==> config.mk <==
export PLATFORM = sky130hd
export DESIGN_NAME = conv_line_buffer
export DESIGN_NICKNAME = d
export VERILOG_FILES = /design/src/rtl/conv_line_buffer_pkg.sv /design/src/rtl/conv_line_buffer_line_mem.sv /design/src/rtl/conv_line_buffer.sv
export SDC_FILE = /design/constraint.sdc
export NUM_CORES = 1
export LEC_CHECK = 0
export CORE_MARGIN = 3
export CORE_UTILIZATION = 50
export DETAILED_ROUTE_END_ITERATION = 16
export GPL_TIMING_DRIVEN = 0
export HOLD_SLACK_MARGIN = 0.1
export PLACE_DENSITY_LB_ADDON = 0.15
export SLEW_MARGIN = 20
export SYNTH_ARGS = -nofsm -noshare
export SYNTH_HDL_FRONTEND = slang
export SYNTH_SLANG_ARGS = --single-unit
export TNS_END_PERCENT = 50
==> constraint.sdc <==
create_clock -name i_clk -period 3.16 [get_ports i_clk]
set_input_delay 0.316 -clock i_clk [delete_from_list [all_inputs] [get_ports i_clk]]
set_output_delay 0.316 -clock i_clk [all_outputs]
set_load 0.005 [all_outputs]
==> src/rtl/conv_line_buffer_pkg.sv <==
// Shared definitions for the convolution line buffer and the convolution stage.
// The convolution stage depends on this column packing: the MSB slice is the oldest row and the LSB slice is the current pixel.
package conv_line_buffer_pkg;

  localparam int DEF_BIT_LEN = 8;
  localparam int DEF_M_LEN   = 3;

  typedef enum logic [1:0] {
    ST_IDLE   = 2'd0,
    ST_FILL   = 2'd1,
    ST_STREAM = 2'd2
  } state_e;

endpackage

==> src/rtl/conv_line_buffer_line_mem.sv <==
// One image line of storage with a single clock.
// The read is asynchronous, so a read and a write at the same address in one cycle return the old data.
module conv_line_buffer_line_mem #(
  parameter int IMG_W   = 32,
  parameter int BIT_LEN = 8,
  parameter int AW      = 5
) (
  input  logic               i_clk,
  input  logic               we_i,
  input  logic [AW-1:0]      addr_i,
  input  logic [BIT_LEN-1:0] wdata_i,
  output logic [BIT_LEN-1:0] rdata_o
);

  logic [BIT_LEN-1:0] mem_q [IMG_W];

  always_ff @(posedge i_clk) begin
    if (we_i) mem_q[addr_i] <= wdata_i;
  end

  assign rdata_o = mem_q[addr_i];

endmodule

==> src/rtl/conv_line_buffer.sv <==
// Raster-stream line buffer: for each pixel it emits the M_LEN-tall column that ends at that pixel, one cycle after the pixel is accepted.
//   state     | meaning
//   ST_IDLE   | no frame in progress; the block waits for i_sof with i_pix_valid
//   ST_FILL   | rows 0..M_LEN-2 are being stored and no column is emitted
//   ST_STREAM | one column is emitted for each accepted pixel until the frame ends
module conv_line_buffer
  import conv_line_buffer_pkg::*;
#(
  parameter int BIT_LEN = DEF_BIT_LEN,
  parameter int M_LEN   = DEF_M_LEN,
  parameter int IMG_W   = 32,
  parameter int IMG_H   = 32
) (
  input  logic                     i_clk,
  input  logic                     i_reset,
  input  logic                     i_sof,
  input  logic                     i_pix_valid,
  input  logic [BIT_LEN-1:0]       i_pixel,
  output logic                     o_selec_I,
  output logic [BIT_LEN*M_LEN-1:0] o_data_img,
  output logic                     o_row_start,
  output logic                     o_frame_done,
  output logic                     o_busy
);

  localparam int CW = (IMG_W > 1) ? $clog2(IMG_W) : 1;
  localparam int RW = (IMG_H > 1) ? $clog2(IMG_H) : 1;
  localparam logic [CW-1:0] COL_LAST      = CW'(IMG_W - 1);
  localparam logic [RW-1:0] ROW_LAST      = RW'(IMG_H - 1);
  localparam logic [RW-1:0] ROW_FILL_LAST = RW'(M_LEN - 2);
  localparam logic [RW-1:0] ROW_FIRST_OUT = RW'(M_LEN - 1);

  state_e                   state_q, state_d;
  logic [CW-1:0]            col_q, col_d, pix_col;
  logic [RW-1:0]            row_q, row_d, pix_row;
  logic                     accept, last_pix, fill_done, emit;
  logic                     sel_q, row_start_q, frame_done_q;
  logic [BIT_LEN*M_LEN-1:0] data_q, column;
  logic [BIT_LEN-1:0]       rd [M_LEN-1];
  logic [BIT_LEN-1:0]       wr [M_LEN-1];

  // i_sof overrides the running counters, so the pixel that arrives with it is always (0,0)
  assign accept    = i_pix_valid & (i_sof | (state_q != ST_IDLE));
  assign pix_col   = i_sof ? '0 : col_q;
  assign pix_row   = i_sof ? '0 : row_q;
  assign last_pix  = (pix_row == ROW_LAST) && (pix_col == COL_LAST);
  assign fill_done = (pix_row == ROW_FILL_LAST) && (pix_col == COL_LAST);
  assign emit      = accept && (pix_row >= ROW_FIRST_OUT);

  for (genvar k = 0; k < M_LEN - 1; k++) begin : g_line
    if (k == 0) begin : g_head
      assign wr[k] = i_pixel;
    end else begin : g_shift
      assign wr[k] = rd[k-1];
    end
    conv_line_buffer_line_mem #(
      .IMG_W  (IMG_W),
      .BIT_LEN(BIT_LEN),
      .AW     (CW)
    ) u_line_mem (
      .i_clk  (i_clk),
      .we_i   (accept),
      .addr_i (pix_col),
      .wdata_i(wr[k]),
      .rdata_o(rd[k])
    );
  end

  always_comb begin
    column = '0;
    column[BIT_LEN-1:0] = i_pixel;
    for (int k = 0; k < M_LEN - 1; k++) begin
      column[(k+1)*BIT_LEN +: BIT_LEN] = rd[k];
    end
  end

  always_comb begin
    col_d = col_q;
    row_d = row_q;
    if (i_sof && (i_pix_valid || (state_q != ST_IDLE))) begin
      col_d = '0;
      row_d = '0;
    end
    if (accept) begin
      if (pix_col == COL_LAST) begin
        col_d = '0;
        row_d = last_pix ? '0 : pix_row + 1'b1;
      end else begin
        col_d = pix_col + 1'b1;
        row_d = pix_row;
      end
    end
  end

  always_ff @(posedge i_clk or negedge i_reset) begin
    if (!i_reset) begin
      state_q <= ST_IDLE;
      col_q   <= '0;
      row_q   <= '0;
    end else begin
      state_q <= state_d;
      col_q   <= col_d;
      row_q   <= row_d;
    end
  end

  always_comb begin
    state_d = state_q;
    unique case (state_q)
      ST_IDLE:   if (i_sof && i_pix_valid) state_d = ST_FILL;
      ST_FILL:   if (i_sof) state_d = ST_FILL;
                 else if (accept && fill_done) state_d = ST_STREAM;
      ST_STREAM: if (i_sof) state_d = ST_FILL;
                 else if (accept && last_pix) state_d = ST_IDLE;
      default:   state_d = ST_IDLE;
    endcase
  end

  // o_data_img is not updated when no column is emitted
  always_ff @(posedge i_clk or negedge i_reset) begin
    if (!i_reset) begin
      sel_q        <= 1'b0;
      row_start_q  <= 1'b0;
      frame_done_q <= 1'b0;
      data_q       <= '0;
    end else begin
      sel_q        <= emit;
      row_start_q  <= emit && (pix_col == '0);
      frame_done_q <= emit && last_pix;
      if (emit) data_q <= column;
    end
  end

  always_comb begin
    o_selec_I    = sel_q;
    o_data_img   = data_q;
    o_row_start  = row_start_q;
    o_frame_done = frame_done_q;
    o_busy       = (state_q != ST_IDLE);
  end

endmodule

# Yosys cells after proc, flatten, opt, wreduce, memory -nomap -nowiden
# Memories as Yosys holds them, arrays and structs flattened. A register that Yosys moved wholly into a read port is not among the register bits.
# Index checks and enable logic that the tools add are counted.
dict set report classes {
  n_addsub 2
  n_mul 0
  div 0
  magnitude_cmp 1
  n_eq_ne 8
  shifts 0
  mux 16
  bitwise 2
  n_reduce_logical 16
}
# operator n
set ops {}
lappend ops {{two-way mux 5 bit} 8}
lappend ops {{adder 5 x 1 -> 5 bit, second input constant} 2}
lappend ops {{equality test 5 bit, second input constant} 2}
lappend ops {{two-way mux 2 bit} 5}
lappend ops {{logical AND 1 bit} 9}
lappend ops {{!= test 3 bit, second input constant} 2}
lappend ops {{one-hot mux 2 bit (3 select lines)} 1}
lappend ops {{equality test 5 x 1 -> 1 bit, second input constant} 1}
lappend ops {{>= comparator 5 x 2 -> 1 bit, second input constant} 1}
lappend ops {{zero test 5 bit} 1}
lappend ops {{nonzero test 2 bit} 2}
lappend ops {{AND reduction 3 bit} 1}
lappend ops {{equality test 2 x 1 -> 1 bit, second input constant} 1}
lappend ops {{equality test 2 bit, second input constant} 1}
lappend ops {{zero test 2 bit} 1}
lappend ops {{two-way mux 1 bit} 2}
lappend ops {{!= test 2 bit, second input constant} 1}
lappend ops {{AND 1 bit} 1}
lappend ops {{zero test 1 bit} 1}
lappend ops {{logical OR 1 bit} 1}
lappend ops {{bitwise OR 1 bit} 1}
dict set report word_totals {
  register_bits 39
  latchBits 0
  mem_bits_rw 512
  romBits 0
  inputBits 12
  output_inout_bits 28
  n_memories 2
}
# memory depth word_bits read_ports rd_ports_with_merged_regs write_ports line
set memory_table {}
lappend memory_table {{g_line[0].u_line_mem.mem_q} 32 8 1 0 1 conv_line_buffer_line_mem.sv:15} ;# logic [BIT_LEN-1:0] mem_q [IMG_W];
lappend memory_table {{g_line[1].u_line_mem.mem_q} 32 8 1 1 1 conv_line_buffer_line_mem.sv:15}

# Depth between registers and ports, before layout
dict set report depth {
  depth_word 7
  mapped_depth 12
}

# Modules after synthesis
# From an unflattened synthesis, not the netlist that was laid out.
dict set report hier_totals {
  cells_unflattened 1304
  hier_area_um2 22105.0
}
# mod n_inst cells_each area_per_inst_um2
set by_module_without_submodules {}
lappend by_module_without_submodules {conv_line_buffer_line_mem 2 568 10045.9}
lappend by_module_without_submodules {conv_line_buffer 1 168 2013.2}

# Worst setup path before layout
# Ideal clock, no wire load.
dict set report synth_path {
  path_kind {reg-to-reg}
  startpoint {register col_q[1]}
  endpoint {memory g_line[0].u_line_mem.mem_q[20][0] (enable)}
  setup_ns 0.388
  arrival_ns 2.345
  t_required_ns 2.772
  slack_ns 0.427
  stages_incl_launch_ff 10
  n_path_buf 4
  synth_period_minus_slack_ns 2.733
  cell_sequence {dfrtp_1 -> buf_6 -> nor2b_1 -> buf_6 -> clkinv_2 -> buf_2 -> buf_1 -> ha_1 -> nand2_1 -> nor2_1}
}
dict set report synth_via {
  elab_chain_len 1
}
# element line
set synth_lines {}
lappend synth_lines {{start, declared} conv_line_buffer.sv:34} ;# logic [CW-1:0] col_q, col_d, pix_col;
lappend synth_lines {{start signal, assigned} conv_line_buffer.sv:102} ;# col_q <= col_d;
lappend synth_lines {{two-way mux 5 bit} conv_line_buffer.sv:44} ;# assign pix_col = i_sof ? '0 : col_q;
lappend synth_lines {{end, declared} conv_line_buffer_line_mem.sv:15}
# Every way passes these cells.

# Final worst setup path
dict set report layout_path {
  startpoint {register col_q[1]}
  endpoint {register data_q[22] (netlist: o_data_img[22]), read port of g_line[1].u_line_mem.mem_q}
}
dict set report layout_via {
  elab_chain_len 1
}
# element line
set layout_lines {}
lappend layout_lines {{two-way mux 5 bit} conv_line_buffer.sv:44}
lappend layout_lines {{end, declared} conv_line_buffer.sv:38} ;# logic [BIT_LEN*M_LEN-1:0] data_q, column;
# Every way passes these cells.
# A chain may end at the register's enable or synchronous reset.

==> metrics list <==
- The run finished with clean final reports.
- Aggregate global routing overflow: 0
* Final setup vio count: 0
- Worst path slowest cell: sky130_fd_sc_hd__nor3_1
- In this run, the combinational gates consume 16.7% of the power.
- The longest clock path from root to sink contains 3 buffers.
* Worst-Margin Slew: 0.932 ns
* Seq. cell area: 0.0164 mm²
- After synthesis, the largest family of logic cells by area is multiplexers.
- Total of flip-flops plus latches after synthesis: 551
- Power Density: 679 mW/mm²
- Max-cap violations in this run came to 0.
* Area grow syn2layout: 18.8%
* Number of design rule violations left after detail routing: 0
* Number of slew-limit violations in the final report: 0
- Global placement routability congestion: 0.952
- Drt initial violations: 1952
* Post-route antenna net violation count: 0
* NetSw: 4.79 mW
- The synthesized netlist devotes 0% of its cell area to XOR and XNOR gates.
* Routed vias: 13993
* Hold slack final: 0.244 ns
* Placed inst area: 0.0238 mm²
- Required arrival time at the worst endpoint: 3.69 ns
- TritonCTS built the clock tree.
- Synthesized instance count: 1376
- Critical Path Sink Type: register
- Share of flip-flops with an asynchronous set or reset after synthesis: 7.08%
- The design draws 17.9 mW.
- The initial antenna violation count came to 0.
- Once layout is done, the placed cells without fillers occupy 0.0263 mm².
* HPWL Detailed: 44100 µm
* First-pass GRT wire length: 95300 µm
- The number of cells on the worst reg-to-reg path is 9.
- Synthesis produced a netlist with a net count of 1397.
* Most common flop cell mapped by yosys: sky130_fd_sc_hd__edfxtp_1
- CP Launch Type: register
- Setup total negative slack on the finished layout was measured at 0 ns.
* Pin count of the biggest net entering global routing: 34
* Die span in y: 216 µm
- Endpoint of the lowest-slack register-to-register path: o_data_img[22]
- Crit path cell chain: buf_6, buf_4, buf_2, nand2_1, clkbuf_1, o22ai_1, nor3_1, nor4_1, a21oi_1
- Compound-Gate Fraction of Synth Area: 7.84%
- Final-report hold violation count: 0
- Dividing the detail-routed wire length by the instance count gives 31.1 µm.
- Counting flops with a built-in enable in the synthesized netlist gives 512.
* Number of buffer and inverter stages on the critical path: 4
- Leakage power of the design: 8.91 nW
- Number of antenna cells inserted: 0
- The routed design has 67600 µm of wire.
* Total global routing track utilization: 28.6%
- At the worst endpoint, the arrival time is 3.67 ns.
- VDD sags by at most 0.000527 V.
- The clock tree synthesis step divided the H-tree into 2 levels.
- The worst register-to-register path begins at col_q[1].
- Clock skew on the completed layout was measured at 0.0302 ns.
- Power Internal: 13.1 mW
- Reg clk slew, reported paths: 0.06 ns
* Die outline area: 0.0469 mm²
- The clock period could shrink to 3.14 ns.
* Flop pwr share: 47.0%
- Die boundary width: 216 µm
- Multi-input logic area: 0.00559 mm²
* Worst setup slack for register-to-register paths: 0.02 ns
* Root buf cell: sky130_fd_sc_hd__clkbuf_16
- In the routed layout, each cell is associated on average with a via count of 6.44.
* Number of warning messages in the yosys log: 0
- Among cell families on the critical path, the largest total delay comes from buffers and inverters.
- After synthesis, the mean cell area works out to 16.1 µm².
- Clock latency on the worst-skew pair, taken at its later pin, is 0.61 ns.
- The worst path uses 99.4% of the clock period.
- Once the floorplan was initialized, standard cells occupied 51.0% of the core.
* Total Nets Final: 1568
- Of the total power, the share spent switching nets is 26.8%.
- # fillers: 3232
* Crit path depth: 9
- Hold Path Class: input port to asynchronous set/reset pin
- Summing every instance area after synthesis gives 0.0221 mm².
- Number of cells in the finished layout apart from fillers: 2172
* Fraction of final layout cells with drive strength greater than 1: 23.1%
* Number of I/O pins: 40
- After detailed placement, the design holds a cell count of 2032.
- Adder and majority gate portion of the synthesized area: 0.508%
- Number of buffers inserted during clock tree synthesis: 55
* Portion of the post-synthesis area used by sequential elements: 73.8%
- First-pass DRT Iterations: 6
- Clock power frac: 36.2%
* Post-Synth Simple-Gate Area: 6.31%
- Counting distinct cell types in the post-synthesis netlist gives 71.
* Clock Sink Count: 551
- Max Fanout on Critical Path: 10
- Peak clock frequency supported by timing: 318 MHz
* Core region area: 0.0435 mm²
- Slowest Stage Delay on Critical Path: 0.60 ns
* Number of placement rows: 76
* Count of buffers from port buffering: 39
- Of the post-synthesis cell area, the part taken by muxes is 9.14%.
* Worst slew margin relative to its limit: 37.7%
- WS Path Type: register to register
- Vias in the first global route: 13696
* Setup repair after global routing missed its margin: false
## synth_stat cells (5+ instances only)
| library cell | count | area (µm²) |
|---|---|---|
| sky130_fd_sc_hd__nand2_1 | 76 | 285 |
| sky130_fd_sc_hd__o221ai_1 | 13 | 114 |
| sky130_fd_sc_hd__buf_4 | 7 | 52.6 |
| sky130_fd_sc_hd__edfxtp_1 | 512 | 15400 |
| sky130_fd_sc_hd__nand3_1 | 15 | 75.1 |
| sky130_fd_sc_hd__nand4_1 | 9 | 56.3 |
| sky130_fd_sc_hd__a222oi_1 | 5 | 50.1 |
| sky130_fd_sc_hd__a311oi_1 | 8 | 70.1 |
| sky130_fd_sc_hd__dfrtp_1 | 39 | 976 |
| sky130_fd_sc_hd__mux2i_1 | 96 | 961 |
| sky130_fd_sc_hd__a211oi_1 | 13 | 97.6 |
| sky130_fd_sc_hd__a22o_1 | 5 | 43.8 |
| sky130_fd_sc_hd__buf_2 | 43 | 215 |
| sky130_fd_sc_hd__inv_1 | 11 | 41.3 |
| sky130_fd_sc_hd__a21oi_1 | 61 | 305 |
| sky130_fd_sc_hd__mux4_2 | 20 | 450 |
| sky130_fd_sc_hd__mux2_2 | 53 | 597 |
| sky130_fd_sc_hd__nor2_1 | 104 | 390 |
| sky130_fd_sc_hd__nor2b_1 | 16 | 100 |
| sky130_fd_sc_hd__a31oi_1 | 15 | 93.8 |
| sky130_fd_sc_hd__nor3b_1 | 18 | 135 |
| sky130_fd_sc_hd__buf_6 | 7 | 78.8 |
| sky130_fd_sc_hd__and3_1 | 5 | 31.3 |
| sky130_fd_sc_hd__o32ai_1 | 13 | 114 |
| sky130_fd_sc_hd__o21ai_0 | 35 | 175 |
| sky130_fd_sc_hd__clkbuf_1 | 26 | 97.6 |
| sky130_fd_sc_hd__ha_1 | 9 | 113 |
| sky130_fd_sc_hd__o22ai_1 | 31 | 194 |
| sky130_fd_sc_hd__nand2b_1 | 8 | 50.1 |
| sky130_fd_sc_hd__a221oi_1 | 15 | 131 |
| sky130_fd_sc_hd__nor3_1 | 19 | 95.1 |
## kinds of logic after synthesis
kind of cell | Yosys count
buf+inv | 101
flops | 551
mux | 170
compound gates | 251
simple gates | 294
fa+ha+maj | 9
## power by group through the flow
| stage | combinational, mW | clock (mW) | sequential, mW |
|---|---|---|---|
| 6_report | 2.99 | 6.47 | 8.41 |
| 3_3_place_gp | 2.52 | 0 | 8.61 |
| 5_1_grt | 3.08 | 6.80 | 8.41 |
| 2_1_floorplan | 1.43 | 0 | 8.57 |
| 3_5_place_dp | 2.73 | 0 | 8.56 |
| 4_1_cts | 2.88 | 6.51 | 8.41 |
## timing repair
action / in CTS / in global routing
resized for setup: 46 / 23
pin swaps: 16 / 8
setup endpoints to repair: 722 / 479
buffers inserted: 29 / 13
hold buffers: 1 / 0
endpoints found under the hold margin: 28 / 0
## how the worst max path moves through the flow
stage             start                           endpoint  slack, ns
2_1_floorplan  col_q[1]  g_line[0].u_line_mem.mem_q[20][0]       0.43
3_3_place_gp      i_sof                     o_data_img[12]      -2.43
3_5_place_dp      i_sof                      o_data_img[9]      -1.21
4_1_cts        col_q[1]  g_line[1].u_line_mem.mem_q[29][2]      -0.15
5_1_grt        col_q[1]                     o_data_img[20]      0.006
6_report       col_q[1]                     o_data_img[22]       0.02
## cells in the final DEF, fill, tap and decap left out, drive strengths merged, types with 8 or more instances in the layout
cell type      Yosys  final
edfxtp           512    512
buf               62    137
nor2             105    105
clkbuf            26    101
mux2i             96     96
nand2             76     76
a21oi             61     61
mux2              54     54
dfrtp             39     39
o21ai             35     35
o22ai             31     31
clkdlybuf4s50      0     30
clkinv             1     23
mux4              20     20
nor3              19     19
nor3b             19     19
nor2b             16     16
a221oi            16     16
a31oi             15     15
nand3             15     15
o221ai            13     13
a211oi            13     13
inv               12     13
o32ai             13     13
nand4              9      9
ha                 9      9
a311oi             8      8
nand2b             8      8
## routing by layer
layer | global-route usage (%) | part of all wire (%) | up-vias
li1 | - | - | 5785
met1 | 40.5 | 39 | 7042
met2 | 42.0 | 44 | 918
met3 | 6.77 | 12 | 248
met4 | 14.2 | 5.8 | 0
met5 | 0 | 0 | -
## final cells by class
| class | count | area share, % |
|---|---|---|
| timing repair buffer | 114 | 4.91 |
| multi-input combinational | 724 | 21.3 |
| tap | 585 | 2.78 |
| clock inverter | 30 | 1.10 |
| inverter | 13 | 0.200 |
| clock buffer | 67 | 5.56 |
| buffer | 88 | 2.05 |
| sequential | 551 | 62.1 |
## registers in the layout, summed over array words and instances (netlist names)
name,cells
g_line.u_line_mem.mem_q,512
o_data_img,24
col_q,5
row_q,5
state_q,2
o_frame_done,1
o_row_start,1
o_selec_I,1
## per-stage QoR
stage          utilization [%]  setup slack [ns]
2_1_floorplan                -             0.427
3_3_place_gp              53.5             -2.43
3_5_place_dp              54.8             -1.21
4_1_cts                   60.0            -0.150
5_1_grt                   60.6           0.00613
6_report                  60.6            0.0178
(Power assumes the default switching activity.)
